`config.mk`:
```
export PLATFORM = sky130hd
export DESIGN_NAME = reg_alu_sequencer
export DESIGN_NICKNAME = d
export VERILOG_FILES = /design/src/rtl/reg_alu_sequencer.sv
export SDC_FILE = /design/constraint.sdc
export NUM_CORES = 1
export LEC_CHECK = 0
export BUFFER_PORTS_ARGS = -buffer_cell sky130_fd_sc_hd__buf_2
export CAP_MARGIN = 10
export CORE_UTILIZATION = 45
export CTS_CLUSTER_DIAMETER = 60
export DETAILED_ROUTE_END_ITERATION = 12
export SYNTH_ARGS = -nofsm -noshare
export SYNTH_HDL_FRONTEND = slang
export SYNTH_SLANG_ARGS = --single-unit
```
`constraint.sdc`:
```
create_clock -name Clk -period 6.14 [get_ports Clk]
set_input_delay 1.228 -clock Clk [delete_from_list [all_inputs] [get_ports Clk]]
set_output_delay 1.228 -clock Clk [all_outputs]
set_load 0.02 [all_outputs]
```
`src/rtl/reg_alu_sequencer.sv`:
```
// Four-state execute/write-back sequencer wrapped around a 16x16 register file:
// read operands, compute ALU result + Zero/Carry, issue a one-cycle write-back.
module reg_alu_sequencer #(
  parameter int WIDTH = 16,
  parameter int AW    = 4
) (
  input  logic             Clk,
  input  logic             reset,
  input  logic             InstrValid,
  output logic             InstrReady,
  input  logic [2:0]       Opcode,
  input  logic [AW-1:0]    DstAddr,
  input  logic [AW-1:0]    SrcAAddr,
  input  logic [AW-1:0]    SrcBAddr,
  output logic [AW-1:0]    Aaddr,
  output logic [AW-1:0]    Baddr,
  input  logic [WIDTH-1:0] A,
  input  logic [WIDTH-1:0] B,
  output logic [WIDTH-1:0] C,
  output logic [AW-1:0]    Caddr,
  output logic             Load,
  output logic             Done,
  output logic             Zero,
  output logic             Carry
);

  localparam int SHW = $clog2(WIDTH);

  typedef enum logic [1:0] {S_IDLE, S_READ, S_EXEC, S_WRITE} state_t;

  localparam logic [2:0] OP_ADD = 3'b000, OP_SUB = 3'b001, OP_AND = 3'b010,
                         OP_OR  = 3'b011, OP_XOR = 3'b100, OP_SHL = 3'b101,
                         OP_SHR = 3'b110, OP_MOV = 3'b111;

  state_t           r_state;
  logic [2:0]       r_op;
  logic [AW-1:0]    r_dst, r_srca, r_srcb, r_caddr;
  logic [WIDTH-1:0] r_opa, r_opb, r_result;
  logic             r_zero, r_carry;

  logic [WIDTH-1:0] w_res;
  logic             w_cy;
  logic [SHW-1:0]   w_sh;
  logic [WIDTH:0]   w_sum, w_diff, w_shl, w_shr;

  // Shifts are done one bit wider so the bit shifted out lands in the extra position.
  assign w_sh   = r_opb[SHW-1:0];
  assign w_sum  = {1'b0, r_opa} + {1'b0, r_opb};
  assign w_diff = {1'b0, r_opa} - {1'b0, r_opb};
  assign w_shl  = {1'b0, r_opa} << w_sh;
  assign w_shr  = {r_opa, 1'b0} >> w_sh;

  always_comb begin
    w_res = '0;
    w_cy  = 1'b0;
    unique case (r_op)
      OP_ADD: {w_cy, w_res} = w_sum;
      OP_SUB: {w_cy, w_res} = w_diff;
      OP_AND: w_res = r_opa & r_opb;
      OP_OR:  w_res = r_opa | r_opb;
      OP_XOR: w_res = r_opa ^ r_opb;
      OP_SHL: {w_cy, w_res} = w_shl;
      OP_SHR: {w_res, w_cy} = w_shr;
      OP_MOV: w_res = r_opa;
      default: w_res = '0;
    endcase
  end

  always_ff @(posedge Clk) begin
    if (reset) begin
      r_state  <= S_IDLE;
      r_op     <= '0;
      r_dst    <= '0;
      r_srca   <= '0;
      r_srcb   <= '0;
      r_caddr  <= '0;
      r_opa    <= '0;
      r_opb    <= '0;
      r_result <= '0;
      r_zero   <= 1'b0;
      r_carry  <= 1'b0;
    end else begin
      unique case (r_state)
        S_IDLE: if (InstrValid) begin
          r_op    <= Opcode;
          r_dst   <= DstAddr;
          r_srca  <= SrcAAddr;
          r_srcb  <= SrcBAddr;
          r_state <= S_READ;
        end
        S_READ: begin
          r_opa   <= A;
          r_opb   <= B;
          r_state <= S_EXEC;
        end
        S_EXEC: begin
          r_result <= w_res;
          r_zero   <= (w_res == '0);
          r_carry  <= w_cy;
          r_caddr  <= r_dst;
          r_state  <= S_WRITE;
        end
        S_WRITE: r_state <= S_IDLE;
        default: r_state <= S_IDLE;
      endcase
    end
  end

  // Handshake and write strobes are forced low combinationally while reset is held.
  assign InstrReady = (r_state == S_IDLE)  && !reset;
  assign Load       = (r_state == S_WRITE) && !reset;
  assign Done       = Load;
  assign Aaddr      = r_srca;
  assign Baddr      = r_srcb;
  assign C          = r_result;
  assign Caddr      = r_caddr;
  assign Zero       = r_zero;
  assign Carry      = r_carry;

endmodule

```
==> flow_summary.html, run 1 <==
<table>
<tr><th>Metric</th><th>Value</th></tr>
<tr><th colspan="2">Pwr</th></tr>
<tr><td>Maximum resistive drop on vdd</td><td>roughly 0.0002 V</td></tr>
<tr><td>Sum of internal, switching and leakage power</td><td>approximately 3.2 mW</td></tr>
<tr><td>Portion of total power attributed to combinational logic</td><td>0.583</td></tr>
<tr><td>Clock network power share</td><td>0.195</td></tr>
<tr><td>Switching Share</td><td>0.479</td></tr>
<tr><td>Switching power</td><td>1.52 mW</td></tr>
<tr><td>Leakage dissipation</td><td>3.04 nW</td></tr>
<tr><td>Power density cells</td><td>426 nW/um^2</td></tr>
<tr><td>Register share of total power</td><td>0.223</td></tr>
<tr><td>Int Power</td><td>1.66 mW</td></tr>
<tr><th colspan="2">Yosys</th></tr>
<tr><td>Number of synthesized register bits</td><td>just over 70</td></tr>
<tr><td>Sequential share of the synthesized area</td><td>0.212</td></tr>
<tr><td>Post-synthesis async set-or-reset flop share</td><td>0</td></tr>
<tr><td>Mean area per synthesized cell</td><td>7.69 sq um</td></tr>
<tr><td>Leading cell types by total area after synthesis</td><td>sky130_fd_sc_hd__dfxtp_1 21%, sky130_fd_sc_hd__mux2i_1 10%, sky130_fd_sc_hd__ha_1 10%</td></tr>
<tr><td>Distinct cell type count of the synthesized netlist</td><td>80</td></tr>
<tr><td>Most area-hungry cell type in the Yosys netlist</td><td>sky130_fd_sc_hd__dfxtp_1</td></tr>
<tr><td>Instance count of the mapped netlist</td><td>874</td></tr>
<tr><td>Post-synthesis instance area</td><td>6720 sq um</td></tr>
<tr><td>Most used flip-flop cell after synthesis</td><td>sky130_fd_sc_hd__dfxtp_1</td></tr>
<tr><td>Post-synth top area share</td><td>0.212</td></tr>
<tr><td>Mapped Nets</td><td>980</td></tr>
<tr><td>Yosys warns</td><td>0</td></tr>
<tr><td>Number of enable-type register cells in the synthesized netlist</td><td>0</td></tr>
<tr><th colspan="2">Timing</th></tr>
<tr><td>Worst setup skew after layout</td><td>around 6.7 ps</td></tr>
<tr><td>Minimum clock period</td><td>approximately 4400 ps</td></tr>
<tr><td>Final number of max-transition violations</td><td>0</td></tr>
<tr><td>Final TNS setup</td><td>0 ps</td></tr>
<tr><td>Final cycle utilization of the critical path</td><td>0.717</td></tr>
<tr><td>Transition time at the pin with the least slew margin</td><td>approximately 1100 ps</td></tr>
<tr><td>Headroom to the max-slew limit</td><td>0.259</td></tr>
<tr><td>Top achievable clock speed</td><td>~0.23 GHz</td></tr>
<tr><td>RSZ-0062 raised after global routing</td><td>false</td></tr>
<tr><td>Number of endpoints with negative hold slack in the final report</td><td>0</td></tr>
<tr><td>Final setup violation count</td><td>0</td></tr>
<tr><th colspan="2">Routing</th></tr>
<tr><td>Total via count after detailed routing</td><td>about 6700</td></tr>
<tr><td>Total Wirelength</td><td>between 20000 and 25000 microns</td></tr>
<tr><td>Iteration-0 DRC Markers</td><td>roughly 730</td></tr>
<tr><td>Detailed Routing Iterations Pass 1</td><td>7</td></tr>
<tr><td>Via density per instance</td><td>approximately 6.1</td></tr>
<tr><td>Residual DRC count</td><td>0</td></tr>
<tr><td>Antenna Violating Nets Remaining</td><td>0</td></tr>
<tr><td>Final routed wire length divided by cell count</td><td>roughly 22 microns</td></tr>
<tr><th colspan="2">Status</th></tr>
<tr><td>Status</td><td>completed</td></tr>
<tr><th colspan="2">Final layout</th></tr>
<tr><td>Final cell utilization of the core</td><td>0.514</td></tr>
<tr><td>Top library cells by usage in the layout, fill and taps aside</td><td>103 x sky130_fd_sc_hd__nor2_1, 82 x sky130_fd_sc_hd__nand2_1, 82 x sky130_fd_sc_hd__buf_2, 70 x sky130_fd_sc_hd__dfxtp_1, 68 x sky130_fd_sc_hd__mux2i_1</td></tr>
<tr><td>P&amp;R area growth vs syn</td><td>11.2%</td></tr>
<tr><td>Leading cell type in the layout, fill and taps excluded</td><td>sky130_fd_sc_hd__nor2_1</td></tr>
<tr><td>Share of post-route cells with drive strength above 1</td><td>0.159</td></tr>
<tr><td>Design Area, Final</td><td>around 7500 sq um</td></tr>
<tr><td>Diode insertion count for antenna repair</td><td>0</td></tr>
<tr><td>Number of nets in the layout</td><td>between 1000 and 1500</td></tr>
<tr><th colspan="2">Placement</th></tr>
<tr><td>Global placement routability congestion</td><td>between 1 and 1.5</td></tr>
<tr><td>Placement Cell Area</td><td>slightly above 7000 sq um</td></tr>
<tr><td>HPWL after detailed placement</td><td>around 18000 microns</td></tr>
<tr><td>Number of buffers added on ports</td><td>82</td></tr>
<tr><th colspan="2">Clock network</th></tr>
<tr><td>Maximum root-to-sink buffer count</td><td>2</td></tr>
<tr><td>Root Driver</td><td>sky130_fd_sc_hd__clkbuf_16</td></tr>
<tr><td>PostCTS Resize Cnt</td><td>0</td></tr>
<tr><td>TritonCTS buffer count</td><td>9</td></tr>
<tr><td>Insertion delay to the later sink of the worst-skew pair</td><td>roughly 350 ps</td></tr>
<tr><td>Clk sink count</td><td>between 70 and 80</td></tr>
<tr><td>Count of hold buffers inserted by post-cts repair</td><td>0</td></tr>
<tr><td>CTS tree</td><td>done</td></tr>
<tr><td>Clock slew seen by the registers of the worst setup and hold paths</td><td>approximately 60 ps</td></tr>
<tr><td>Setup fix buffers added after clock tree synthesis</td><td>0</td></tr>
<tr><td>H-tree depth</td><td>3</td></tr>
<tr><th colspan="2">Global routing</th></tr>
<tr><td>Gr usage total</td><td>0.320</td></tr>
<tr><td>Overflow after GRT</td><td>0</td></tr>
<tr><td>Largest net degree at the start of global routing</td><td>46</td></tr>
<tr><td>Wire length of the first global-routing pass</td><td>36200 microns</td></tr>
<tr><td>Number of antenna violations at the first check in global routing</td><td>1</td></tr>
<tr><td>Number of global-route vias before repair</td><td>roughly 6200</td></tr>
<tr><th colspan="2">Worst setup path</th></tr>
<tr><td>CP Launch Point</td><td>r_opb[2]$_SDFFE_PP0N_</td></tr>
<tr><td>CP required</td><td>6440 ps</td></tr>
<tr><td>Endpoint type of the worst setup path</td><td>flop</td></tr>
<tr><td>Nature of the critical path startpoint</td><td>flop</td></tr>
<tr><td>Reg2Reg Launch Point</td><td>r_opb[2]$_SDFFE_PP0N_</td></tr>
<tr><td>Setup Crit Path Kind</td><td>flop to flop</td></tr>
<tr><td>Arrival @ worst endpoint</td><td>between 4000 and 5000 ps</td></tr>
<tr><td>CP max FO</td><td>45</td></tr>
<tr><th colspan="2">Floorplan</th></tr>
<tr><td>Die H</td><td>between 100 and 150 microns</td></tr>
<tr><td>Top-Level Pins</td><td>83</td></tr>
<tr><td>Die width</td><td>between 100 and 150 microns</td></tr>
<tr><td>Site Rows</td><td>44</td></tr>
<tr><td>Die Outline Area</td><td>around 15000 sq um</td></tr>
<tr><td>Initial cell density of the core</td><td>0.462</td></tr>
<tr><td>Floorplan core area</td><td>between 10000 and 15000 sq um</td></tr>
<tr><th colspan="2">Job</th></tr>
<tr><td>Max_cap viols</td><td>0</td></tr>
<tr><th colspan="2">Min path</th></tr>
<tr><td>Min-Delay Startpoint</td><td>Aaddr[1]$_SDFFE_PP0P_</td></tr>
<tr><td>Class of the worst hold path</td><td>flop to flop</td></tr>
</table>
worst max-delay path: stages, from the launching register on:
cell                        delay (ps)
sky130_fd_sc_hd__dfxtp_1           300
sky130_fd_sc_hd__buf_4             390
sky130_fd_sc_hd__inv_1             380
sky130_fd_sc_hd__ha_1              520
sky130_fd_sc_hd__nand2b_1          230
sky130_fd_sc_hd__a211oi_1          460
sky130_fd_sc_hd__o21bai_1          120
sky130_fd_sc_hd__a31oi_1           210
sky130_fd_sc_hd__xnor2_1            90
sky130_fd_sc_hd__a2111oi_0         880
sky130_fd_sc_hd__nand4_1           150
sky130_fd_sc_hd__and4b_1           300
sky130_fd_sc_hd__and4b_1           190
sky130_fd_sc_hd__a21o_1            110
kinds of logic after synthesis:
| kind of cell | count (synthesis) | synth area share |
|---|---|---|
| buffers and inverters | 124 | 0.0797 |
| and+or+nand+nor | 293 | 0.205 |
| AOI/OAI and AO/OA | 228 | 0.230 |
| xor gates and xnor gates | 13 | 0.0169 |
| muxes | 89 | 0.150 |
| DFF | 71 | 0.212 |
| adders and majority gates | 56 | 0.107 |
through the flow:
step / worst slack [ps] / std cells / hold WS (ps)
after global routing: 1450 / 1096 / 479
after detailed placement: 1810 / 1080 / 443
after global placement: 1920 / 1080 / 441
after CTS: 1790 / 1096 / 451
final: 1740 / 1096 / 451
after floorplan: 2580 / 874 / 436
area by class of cell:
type	count	area, sq um
Clock buffer	10	229
Clock inverter	6	115
Fill cell	1511	7070
Inverter	49	184
Multi-Input combinational cell	679	4760
Sequential cell	71	1420
Tap cell	184	230
Timing Repair Buffer	97	523
synthesized netlist by cell type (4+ instances only):
master / n
sky130_fd_sc_hd__xor2_1: 5
sky130_fd_sc_hd__nand3_1: 13
sky130_fd_sc_hd__a211o_1: 4
sky130_fd_sc_hd__buf_6: 4
sky130_fd_sc_hd__mux4_2: 8
sky130_fd_sc_hd__o21ai_1: 9
sky130_fd_sc_hd__mux2_2: 9
sky130_fd_sc_hd__nor2b_1: 15
sky130_fd_sc_hd__a22oi_1: 9
sky130_fd_sc_hd__nor2_1: 103
sky130_fd_sc_hd__inv_1: 46
sky130_fd_sc_hd__o21bai_1: 6
sky130_fd_sc_hd__o31a_1: 4
sky130_fd_sc_hd__and2_1: 5
sky130_fd_sc_hd__mux2i_1: 68
sky130_fd_sc_hd__a211oi_1: 25
sky130_fd_sc_hd__o22ai_1: 12
sky130_fd_sc_hd__nand2b_1: 14
sky130_fd_sc_hd__clkbuf_1: 41
sky130_fd_sc_hd__a221o_1: 5
sky130_fd_sc_hd__and3_1: 5
sky130_fd_sc_hd__o21ai_0: 31
sky130_fd_sc_hd__nor3_1: 21
sky130_fd_sc_hd__nand3b_1: 5
sky130_fd_sc_hd__or3_1: 5
sky130_fd_sc_hd__dfxtp_1: 71
sky130_fd_sc_hd__o211ai_1: 11
sky130_fd_sc_hd__xnor2_1: 8
sky130_fd_sc_hd__nand4_1: 4
sky130_fd_sc_hd__buf_1: 10
sky130_fd_sc_hd__ha_1: 54
sky130_fd_sc_hd__buf_2: 17
sky130_fd_sc_hd__a221oi_1: 9
sky130_fd_sc_hd__nand2_1: 82
sky130_fd_sc_hd__a21o_1: 5
sky130_fd_sc_hd__a21oi_1: 58
sky130_fd_sc_hd__a31oi_1: 5
metal layers:
layer  share of wire  GRT usage
met3           0.086     0.0664
met4           0.038      0.148
met2            0.42      0.462
met1            0.45      0.450
met5               0          0
registers in the layout (all words and copies together) (netlist names):
signal,flops
Caddr,4
Baddr,4
r_opb,16
Aaddr,4
r_state,2
C,16
Zero,1
r_dst,4
r_op,3
Carry,1
r_opa,16
path summary, 6_finish.rpt:
kind	slack [ps]	depth (start not counted)	to
worst max-delay path	1740	13	Zero$_SDFFE_PP0P_
worst min-delay path	450	2	Aaddr[1]$_SDFFE_PP0P_
worst max register to register	1740	13	Zero$_SDFFE_PP0P_
worst min register to register	450	2	Aaddr[1]$_SDFFE_PP0P_
power groups by stage:
| stage | clock network, mW | registers, mW | logic, mW |
|---|---|---|---|
| after detailed placement | 0 | 0.714 | 1.80 |
| after global placement | 0 | 0.712 | 1.81 |
| final | 0.619 | 0.708 | 1.85 |
| after global routing | 0.652 | 0.724 | 2.01 |
| after floorplan | 0 | 0.685 | 1.32 |
| after CTS | 0.630 | 0.704 | 1.81 |
(Power assumes the default switching activity.)
==> run 2: changes to the inputs <==
Clock period 6.14 ns to 4.3 ns, I/O delays scaled along.
==> run 2 against run 1 <==
  * Die area unchanged
  * Setup slack worse by 1300 ps
  * Sequential power up 40%
  * Global-route usage down 0.14 points
  * Clock skew up 2.5 ps
  * Critical path type unchanged
==> flow_summary.html, run 2 (synthesis gave the netlist of run 1 again) <==
<table>
<tr><th>Metric</th><th>Value</th></tr>
<tr><th colspan="2">Status</th></tr>
<tr><td>Status</td><td>completed</td></tr>
<tr><th colspan="2">Timing</th></tr>
<tr><td>Top achievable clock speed</td><td>0.261 GHz</td></tr>
<tr><td>Transition time at the pin with the least slew margin</td><td>between 1000 and 1500 ps</td></tr>
<tr><td>Final cycle utilization of the critical path</td><td>0.890</td></tr>
<tr><td>Final setup violation count</td><td>0</td></tr>
<tr><td>Number of endpoints with negative hold slack in the final report</td><td>0</td></tr>
<tr><td>Final number of max-transition violations</td><td>0</td></tr>
<tr><td>Headroom to the max-slew limit</td><td>0.260</td></tr>
<tr><td>Worst setup skew after layout</td><td>9.19 ps</td></tr>
<tr><td>Fin Hold WS</td><td>between 400 and 500 ps</td></tr>
<tr><td>RSZ-0062 raised after global routing</td><td>false</td></tr>
<tr><td>Smallest setup slack after layout</td><td>471 ps</td></tr>
<tr><td>Final TNS setup</td><td>0 ps</td></tr>
<tr><td>Minimum clock period</td><td>around 3800 ps</td></tr>
<tr><th colspan="2">Pwr</th></tr>
<tr><td>Sum of internal, switching and leakage power</td><td>approximately 4.7 mW</td></tr>
<tr><td>Portion of total power attributed to combinational logic</td><td>0.599</td></tr>
<tr><td>Clock network power share</td><td>0.189</td></tr>
<tr><td>Power density cells</td><td>around 610 nW/um^2</td></tr>
<tr><td>Switching Share</td><td>0.477</td></tr>
<tr><td>Int Power</td><td>roughly 2.4 mW</td></tr>
<tr><td>Leakage dissipation</td><td>around 3.2 nW</td></tr>
<tr><td>Maximum resistive drop on vdd</td><td>just under 0.0003 V</td></tr>
<tr><td>Register share of total power</td><td>0.213</td></tr>
<tr><td>Switching power</td><td>around 2.2 mW</td></tr>
<tr><th colspan="2">Floorplan</th></tr>
<tr><td>Die Outline Area</td><td>between 15000 and 20000 sq um</td></tr>
<tr><td>Top-Level Pins</td><td>83</td></tr>
<tr><td>Floorplan core area</td><td>around 15000 sq um</td></tr>
<tr><td>Die width</td><td>about 120 microns</td></tr>
<tr><td>Site Rows</td><td>44</td></tr>
<tr><td>Die H</td><td>124 microns</td></tr>
<tr><td>Initial cell density of the core</td><td>0.462</td></tr>
<tr><th colspan="2">Placement</th></tr>
<tr><td>Global placement routability congestion</td><td>about 1.1</td></tr>
<tr><td>Pre-CTS setup slack</td><td>roughly 600 ps</td></tr>
<tr><td>Number of buffers added on ports</td><td>between 80 and 90</td></tr>
<tr><td>Placement Cell Area</td><td>7310 sq um</td></tr>
<tr><td>HPWL after detailed placement</td><td>between 15000 and 20000 microns</td></tr>
<tr><th colspan="2">Global routing</th></tr>
<tr><td>Overflow after GRT</td><td>0</td></tr>
<tr><td>Number of global-route vias before repair</td><td>about 6200</td></tr>
<tr><td>Largest net degree at the start of global routing</td><td>55</td></tr>
<tr><td>Met1 routing resource usage after global routing</td><td>0.452</td></tr>
<tr><td>Number of antenna violations at the first check in global routing</td><td>0</td></tr>
<tr><td>Met3 Usage GRT</td><td>0.0792</td></tr>
<tr><td>Gr usage total</td><td>0.318</td></tr>
<tr><td>Global routing's busiest layer</td><td>met2</td></tr>
<tr><td>Wire length of the first global-routing pass</td><td>about 36000 microns</td></tr>
<tr><td>Met2 routing resource usage after global routing</td><td>0.453</td></tr>
<tr><th colspan="2">Clock network</th></tr>
<tr><td>Maximum root-to-sink buffer count</td><td>2</td></tr>
<tr><td>Root Driver</td><td>sky130_fd_sc_hd__clkbuf_16</td></tr>
<tr><td>Insertion delay to the later sink of the worst-skew pair</td><td>between 300 and 400 ps</td></tr>
<tr><td>H-tree depth</td><td>3</td></tr>
<tr><td>Clk sink count</td><td>just over 70</td></tr>
<tr><td>Setup fix buffers added after clock tree synthesis</td><td>0</td></tr>
<tr><td>CTS tree</td><td>done</td></tr>
<tr><td>Count of hold buffers inserted by post-cts repair</td><td>0</td></tr>
<tr><td>PostCTS Resize Cnt</td><td>0</td></tr>
<tr><td>Clock slew seen by the registers of the worst setup and hold paths</td><td>about 60 ps</td></tr>
<tr><td>TritonCTS buffer count</td><td>9</td></tr>
<tr><th colspan="2">Routing</th></tr>
<tr><td>Total via count after detailed routing</td><td>6940</td></tr>
<tr><td>Antenna Violating Nets Remaining</td><td>0</td></tr>
<tr><td>Detailed Routing Iterations Pass 1</td><td>7</td></tr>
<tr><td>Via density per instance</td><td>6.20</td></tr>
<tr><td>Iteration-0 DRC Markers</td><td>about 960</td></tr>
<tr><td>Total Wirelength</td><td>roughly 24000 microns</td></tr>
<tr><td>Residual DRC count</td><td>0</td></tr>
<tr><td>Final routed wire length divided by cell count</td><td>21.2 microns</td></tr>
<tr><th colspan="2">Worst setup path</th></tr>
<tr><td>CP max FO</td><td>8</td></tr>
<tr><td>Arrival @ worst endpoint</td><td>between 4000 and 5000 ps</td></tr>
<tr><td>Cell-by-cell trace of the critical path</td><td>inv_1, ha_1, inv_1, fa_1, nand2b_1, a211oi_1, o21bai_1, a31oi_1, xnor2_1, a2111oi_0, buf_4, nand4_1, and4b_1, and4b_1, a21o_1</td></tr>
<tr><td>Largest stage delay on the critical path</td><td>between 600 and 700 ps</td></tr>
<tr><td>Setup Crit Path Kind</td><td>flop to flop</td></tr>
<tr><td>Endpoint type of the worst setup path</td><td>flop</td></tr>
<tr><td>Nature of the critical path startpoint</td><td>flop</td></tr>
<tr><td>Cell with the biggest individual delay on the critical path</td><td>sky130_fd_sc_hd__a2111oi_0</td></tr>
<tr><td>CP required</td><td>4600 ps</td></tr>
<tr><th colspan="2">Final layout</th></tr>
<tr><td>Diode insertion count for antenna repair</td><td>0</td></tr>
<tr><td>Number of nets in the layout</td><td>a little over 1000</td></tr>
<tr><td>Share of post-route cells with drive strength above 1</td><td>0.180</td></tr>
<tr><td>Design Area, Final</td><td>between 7000 and 8000 sq um</td></tr>
<tr><td>P&amp;R area growth vs syn</td><td>13.9%</td></tr>
<tr><td>Leading cell type in the layout, fill and taps excluded</td><td>sky130_fd_sc_hd__nor2_1</td></tr>
<tr><td>Top library cells by usage in the layout, fill and taps aside</td><td>103 x sky130_fd_sc_hd__nor2_1, 82 x sky130_fd_sc_hd__nand2_1, 82 x sky130_fd_sc_hd__buf_2, 70 x sky130_fd_sc_hd__dfxtp_1, 68 x sky130_fd_sc_hd__mux2i_1</td></tr>
<tr><th colspan="2">Job</th></tr>
<tr><td>Max_cap viols</td><td>0</td></tr>
<tr><th colspan="2">Min path</th></tr>
<tr><td>Class of the worst hold path</td><td>flop to flop</td></tr>
</table>
==> run 2: cell types whose count changed in the layout (fill, tap and decap cells not counted), sizes merged <==
cell / delta
buf: +23
==> run 2: path summary, 6_finish.rpt <==
kind	slack [ps]	to	depth (start not counted)	startpoint
setup / recovery	470	Zero$_SDFFE_PP0P_	15	r_opa[0]$_SDFFE_PP0N_
hold / removal	450	r_dst[2]$_SDFFE_PP0P_	2	r_dst[2]$_SDFFE_PP0P_
setup reg to reg	470	Zero$_SDFFE_PP0P_	15	r_opa[0]$_SDFFE_PP0N_
hold reg to reg	450	r_dst[2]$_SDFFE_PP0P_	2	r_dst[2]$_SDFFE_PP0P_
==> run 2: critical path, delay by kind of cell (launching register included) <==
family	cells	cell delay (ps)
adder cells (fa/ha/maj)	2	440
XOR/XNOR	1	150
flip-flops	1	490
buffers and inverters	3	440
AND/OR/NAND/NOR	4	630
AO/OA/AOI/OAI	5	1610
==> run 2: layout make-up <==
type                            count  area, sq um
Multi-Input combinational cell    679         4760
Clock buffer                       10          229
Inverter                           49          184
Tap cell                          184          230
Clock inverter                      6          115
Sequential cell                    71         1420
Timing Repair Buffer              120          708
Fill cell                        1453         6880
==> run 2: power by group through the flow <==
stage / logic [mW] / registers, mW / clock network, mW
final: 2.79 / 0.991 / 0.880
after global routing: 3.01 / 1.01 / 0.927
after CTS: 2.72 / 0.984 / 0.902
after detailed placement: 2.70 / 0.998 / 0
after global placement: 2.73 / 0.993 / 0
after floorplan: 1.89 / 0.978 / 0
==> run 2: per-stage QoR <==
stage	cells	utilization
after floorplan	874	-
after global placement	1103	0.503
after detailed placement	1103	0.503
after CTS	1119	0.527
after global routing	1119	0.527
final	1119	0.527
==> run 2: metal layers <==
layer  wire [microns]  part of all wire
met4             1030             0.043
met2             9700              0.41
met1            10400              0.44
met5                0                 0
met3             2570              0.11
==> run 3: changes to the inputs <==
Settings changed: CORE_ASPECT_RATIO set to 0.6.
==> run 3 against run 2 <==
  * Sequential power is essentially flat
  * Sequential share of layout area increased by 0.082 points
  * Cell area decreased by 0.44%
  * Utilization decreased by 0.29 points
  * Maximum frequency shrank 0.46%
  * Combinational power is 2% higher
  * Critical path depth fell by 5
  * Die area up 0.11%
  * Clock power fell by 2.7%
  * Register-to-register slack worse by 20 ps
  * Critical endpoint is now C[15]$_SDFFE_PP0P_
  * Highest routed layer is now met5
==> flow_summary.html, run 3 (synthesis gave the netlist of run 1 again) <==
<table>
<tr><th>Metric</th><th>Value</th></tr>
<tr><th colspan="2">Worst setup path</th></tr>
<tr><td>Nature of the critical path startpoint</td><td>flop</td></tr>
<tr><td>Endpoint type of the worst setup path</td><td>flop</td></tr>
<tr><td>CP max FO</td><td>13</td></tr>
<tr><td>Cell with the biggest individual delay on the critical path</td><td>sky130_fd_sc_hd__dfxtp_1</td></tr>
<tr><td>Arrival @ worst endpoint</td><td>4060 ps</td></tr>
<tr><td>Reg2Reg Launch Point</td><td>r_opa[4]$_SDFFE_PP0N_</td></tr>
<tr><td>Crit path buf inv count</td><td>1</td></tr>
<tr><td>Kind of cell adding the most delay to the critical path</td><td>compound AO/OA/AOI/OAI gates</td></tr>
<tr><td>CP required</td><td>4520 ps</td></tr>
<tr><td>Setup Crit Path Kind</td><td>flop to flop</td></tr>
<tr><td>CP Launch Point</td><td>r_opa[4]$_SDFFE_PP0N_</td></tr>
<tr><td>Cell-by-cell trace of the critical path</td><td>inv_1, ha_1, a21o_1, o311a_1, o41ai_2, nor3_1, or4_1, o21bai_1, a32oi_1, a211oi_1</td></tr>
<tr><td>Largest stage delay on the critical path</td><td>between 600 and 700 ps</td></tr>
<tr><th colspan="2">Timing</th></tr>
<tr><td>Minimum clock period</td><td>3850 ps</td></tr>
<tr><td>Number of endpoints with negative hold slack in the final report</td><td>0</td></tr>
<tr><td>Transition time at the pin with the least slew margin</td><td>approximately 1100 ps</td></tr>
<tr><td>Final setup violation count</td><td>0</td></tr>
<tr><td>Final number of max-transition violations</td><td>0</td></tr>
<tr><td>Top achievable clock speed</td><td>between 0.2 and 0.3 GHz</td></tr>
<tr><td>RSZ-0062 raised after global routing</td><td>false</td></tr>
<tr><td>Final cycle utilization of the critical path</td><td>0.894</td></tr>
<tr><td>Worst setup skew after layout</td><td>about 12 ps</td></tr>
<tr><td>Headroom to the max-slew limit</td><td>0.251</td></tr>
<tr><td>Final TNS setup</td><td>0 ps</td></tr>
<tr><td>Fin Hold WS</td><td>~450 ps</td></tr>
<tr><th colspan="2">Final layout</th></tr>
<tr><td>Number of nets in the layout</td><td>roughly 1000</td></tr>
<tr><td>Share of post-route cells with drive strength above 1</td><td>0.178</td></tr>
<tr><td>Top library cells by usage in the layout, fill and taps aside</td><td>103 x sky130_fd_sc_hd__nor2_1, 82 x sky130_fd_sc_hd__nand2_1, 82 x sky130_fd_sc_hd__buf_2, 70 x sky130_fd_sc_hd__dfxtp_1, 68 x sky130_fd_sc_hd__mux2i_1</td></tr>
<tr><td>Leading cell type in the layout, fill and taps excluded</td><td>sky130_fd_sc_hd__nor2_1</td></tr>
<tr><td>Diode insertion count for antenna repair</td><td>0</td></tr>
<tr><td>P&amp;R area growth vs syn</td><td>13.4%</td></tr>
<tr><th colspan="2">Pwr</th></tr>
<tr><td>Leakage dissipation</td><td>between 3 and 4 nW</td></tr>
<tr><td>Power density cells</td><td>approximately 620 nW/um^2</td></tr>
<tr><td>Sum of internal, switching and leakage power</td><td>approximately 4.7 mW</td></tr>
<tr><td>Maximum resistive drop on vdd</td><td>about 0.00027 V</td></tr>
<tr><th colspan="2">Status</th></tr>
<tr><td>Status</td><td>completed</td></tr>
<tr><th colspan="2">Floorplan</th></tr>
<tr><td>Die Outline Area</td><td>around 15000 sq um</td></tr>
<tr><td>Site Rows</td><td>34</td></tr>
<tr><td>Die H</td><td>a little under 100 microns</td></tr>
<tr><td>Floorplan core area</td><td>about 15000 sq um</td></tr>
<tr><td>Initial cell density of the core</td><td>0.462</td></tr>
<tr><td>Top-Level Pins</td><td>83</td></tr>
<tr><td>Die width</td><td>approximately 160 microns</td></tr>
<tr><th colspan="2">Placement</th></tr>
<tr><td>Global placement routability congestion</td><td>about 1.0</td></tr>
<tr><td>HPWL after detailed placement</td><td>18600 microns</td></tr>
<tr><td>Number of buffers added on ports</td><td>82</td></tr>
<tr><th colspan="2">Clock network</th></tr>
<tr><td>CTS tree</td><td>done</td></tr>
<tr><td>TritonCTS buffer count</td><td>9</td></tr>
<tr><td>Insertion delay to the later sink of the worst-skew pair</td><td>350 ps</td></tr>
<tr><td>Setup fix buffers added after clock tree synthesis</td><td>0</td></tr>
<tr><td>Maximum root-to-sink buffer count</td><td>2</td></tr>
<tr><td>Count of hold buffers inserted by post-cts repair</td><td>0</td></tr>
<tr><td>Clock slew seen by the registers of the worst setup and hold paths</td><td>roughly 70 ps</td></tr>
<tr><td>H-tree depth</td><td>3</td></tr>
<tr><td>PostCTS Resize Cnt</td><td>0</td></tr>
<tr><td>Clk sink count</td><td>71</td></tr>
<tr><td>Root Driver</td><td>sky130_fd_sc_hd__clkbuf_16</td></tr>
<tr><th colspan="2">Routing</th></tr>
<tr><td>Met1 Routed Length</td><td>around 12000 microns</td></tr>
<tr><td>Total Wirelength</td><td>~24000 microns</td></tr>
<tr><td>Detailed Routing Iterations Pass 1</td><td>7</td></tr>
<tr><td>Final routed wire length divided by cell count</td><td>roughly 21 microns</td></tr>
<tr><td>Iteration-0 DRC Markers</td><td>~990</td></tr>
<tr><td>Total via count after detailed routing</td><td>6921</td></tr>
<tr><td>Routed wl met2</td><td>around 8600 microns</td></tr>
<tr><td>Uppermost signal routing layer after detailed routing</td><td>met5</td></tr>
<tr><td>Antenna Violating Nets Remaining</td><td>0</td></tr>
<tr><td>Wire length on met3</td><td>3260 microns</td></tr>
<tr><td>Via density per instance</td><td>between 6 and 7</td></tr>
<tr><td>Residual DRC count</td><td>0</td></tr>
<tr><th colspan="2">Global routing</th></tr>
<tr><td>Number of antenna violations at the first check in global routing</td><td>1</td></tr>
<tr><td>Number of global-route vias before repair</td><td>6040</td></tr>
<tr><td>Gr usage total</td><td>0.316</td></tr>
<tr><td>Largest net degree at the start of global routing</td><td>44</td></tr>
<tr><td>Overflow after GRT</td><td>0</td></tr>
<tr><td>Wire length of the first global-routing pass</td><td>roughly 37000 microns</td></tr>
<tr><th colspan="2">Job</th></tr>
<tr><td>Max_cap viols</td><td>0</td></tr>
<tr><th colspan="2">Min path</th></tr>
<tr><td>Class of the worst hold path</td><td>flop to flop</td></tr>
<tr><td>Min-Delay Startpoint</td><td>Baddr[0]$_SDFFE_PP0P_</td></tr>
</table>
[run 3: cell count changes in the layout (fill, tap and decap cells not counted)]
cell / change
sky130_fd_sc_hd__clkinv_4: +1
sky130_fd_sc_hd__buf_4: -2
sky130_fd_sc_hd__clkinvlp_4: -1
sky130_fd_sc_hd__clkinv_2: +1
sky130_fd_sc_hd__buf_12: -1
sky130_fd_sc_hd__bufinv_16: -1
sky130_fd_sc_hd__clkbuf_1: -1
sky130_fd_sc_hd__inv_8: +1
[run 3: layer usage]
metal / track usage / up-vias
li1: - / 3245
met4: 0.0673 / 2
met1: 0.523 / 3175
met5: 0 / -
met2: 0.377 / 457
met3: 0.0896 / 42
[run 3: area by class of cell]
| cell class | instances | area, sq um |
|---|---|---|
| clock buffers | 9 | 225 |
| well taps | 198 | 248 |
| clock inverters | 7 | 103 |
| fillers | 1421 | 6930 |
| inverters | 49 | 184 |
| flip-flops and latches | 71 | 1420 |
| repair buffers | 117 | 673 |
| multi-input cells | 679 | 4760 |
[run 3: final timing paths]
| check | depth (start not counted) | to | slack [ps] |
|---|---|---|---|
| setup reg to reg | 10 | C[15]$_SDFFE_PP0P_ | 450 |
| setup / recovery | 10 | C[15]$_SDFFE_PP0P_ | 450 |
| hold reg to reg | 2 | Baddr[0]$_SDFFE_PP0P_ | 450 |
| hold / removal | 2 | Baddr[0]$_SDFFE_PP0P_ | 450 |
[run 3: tightest hold or removal path, stage by stage (launching register included)]
cell and delay [ps]:
sky130_fd_sc_hd__dfxtp_1 300, sky130_fd_sc_hd__nand2_1 50, sky130_fd_sc_hd__a21oi_1 50
[run 3: metrics by stage]
step                instances  area (sq um)  utilization  worst slack [ps]
detailed placement       1114          7290        0.501               534
global route             1130          7620        0.524               249
global placement         1114          7290        0.501               583
CTS                      1130          7620        0.524               521
finish                   1130          7620        0.524               454
floorplan                 874          6720            -               736
[run 3: report_power, final]
part | switching (mW) | leakage, nW | internal, mW
combinational | 1.78 | 2.39 | 1.06
clock | 0.339 | 0.162 | 0.517
sequential | 0.203 | 0.581 | 0.802
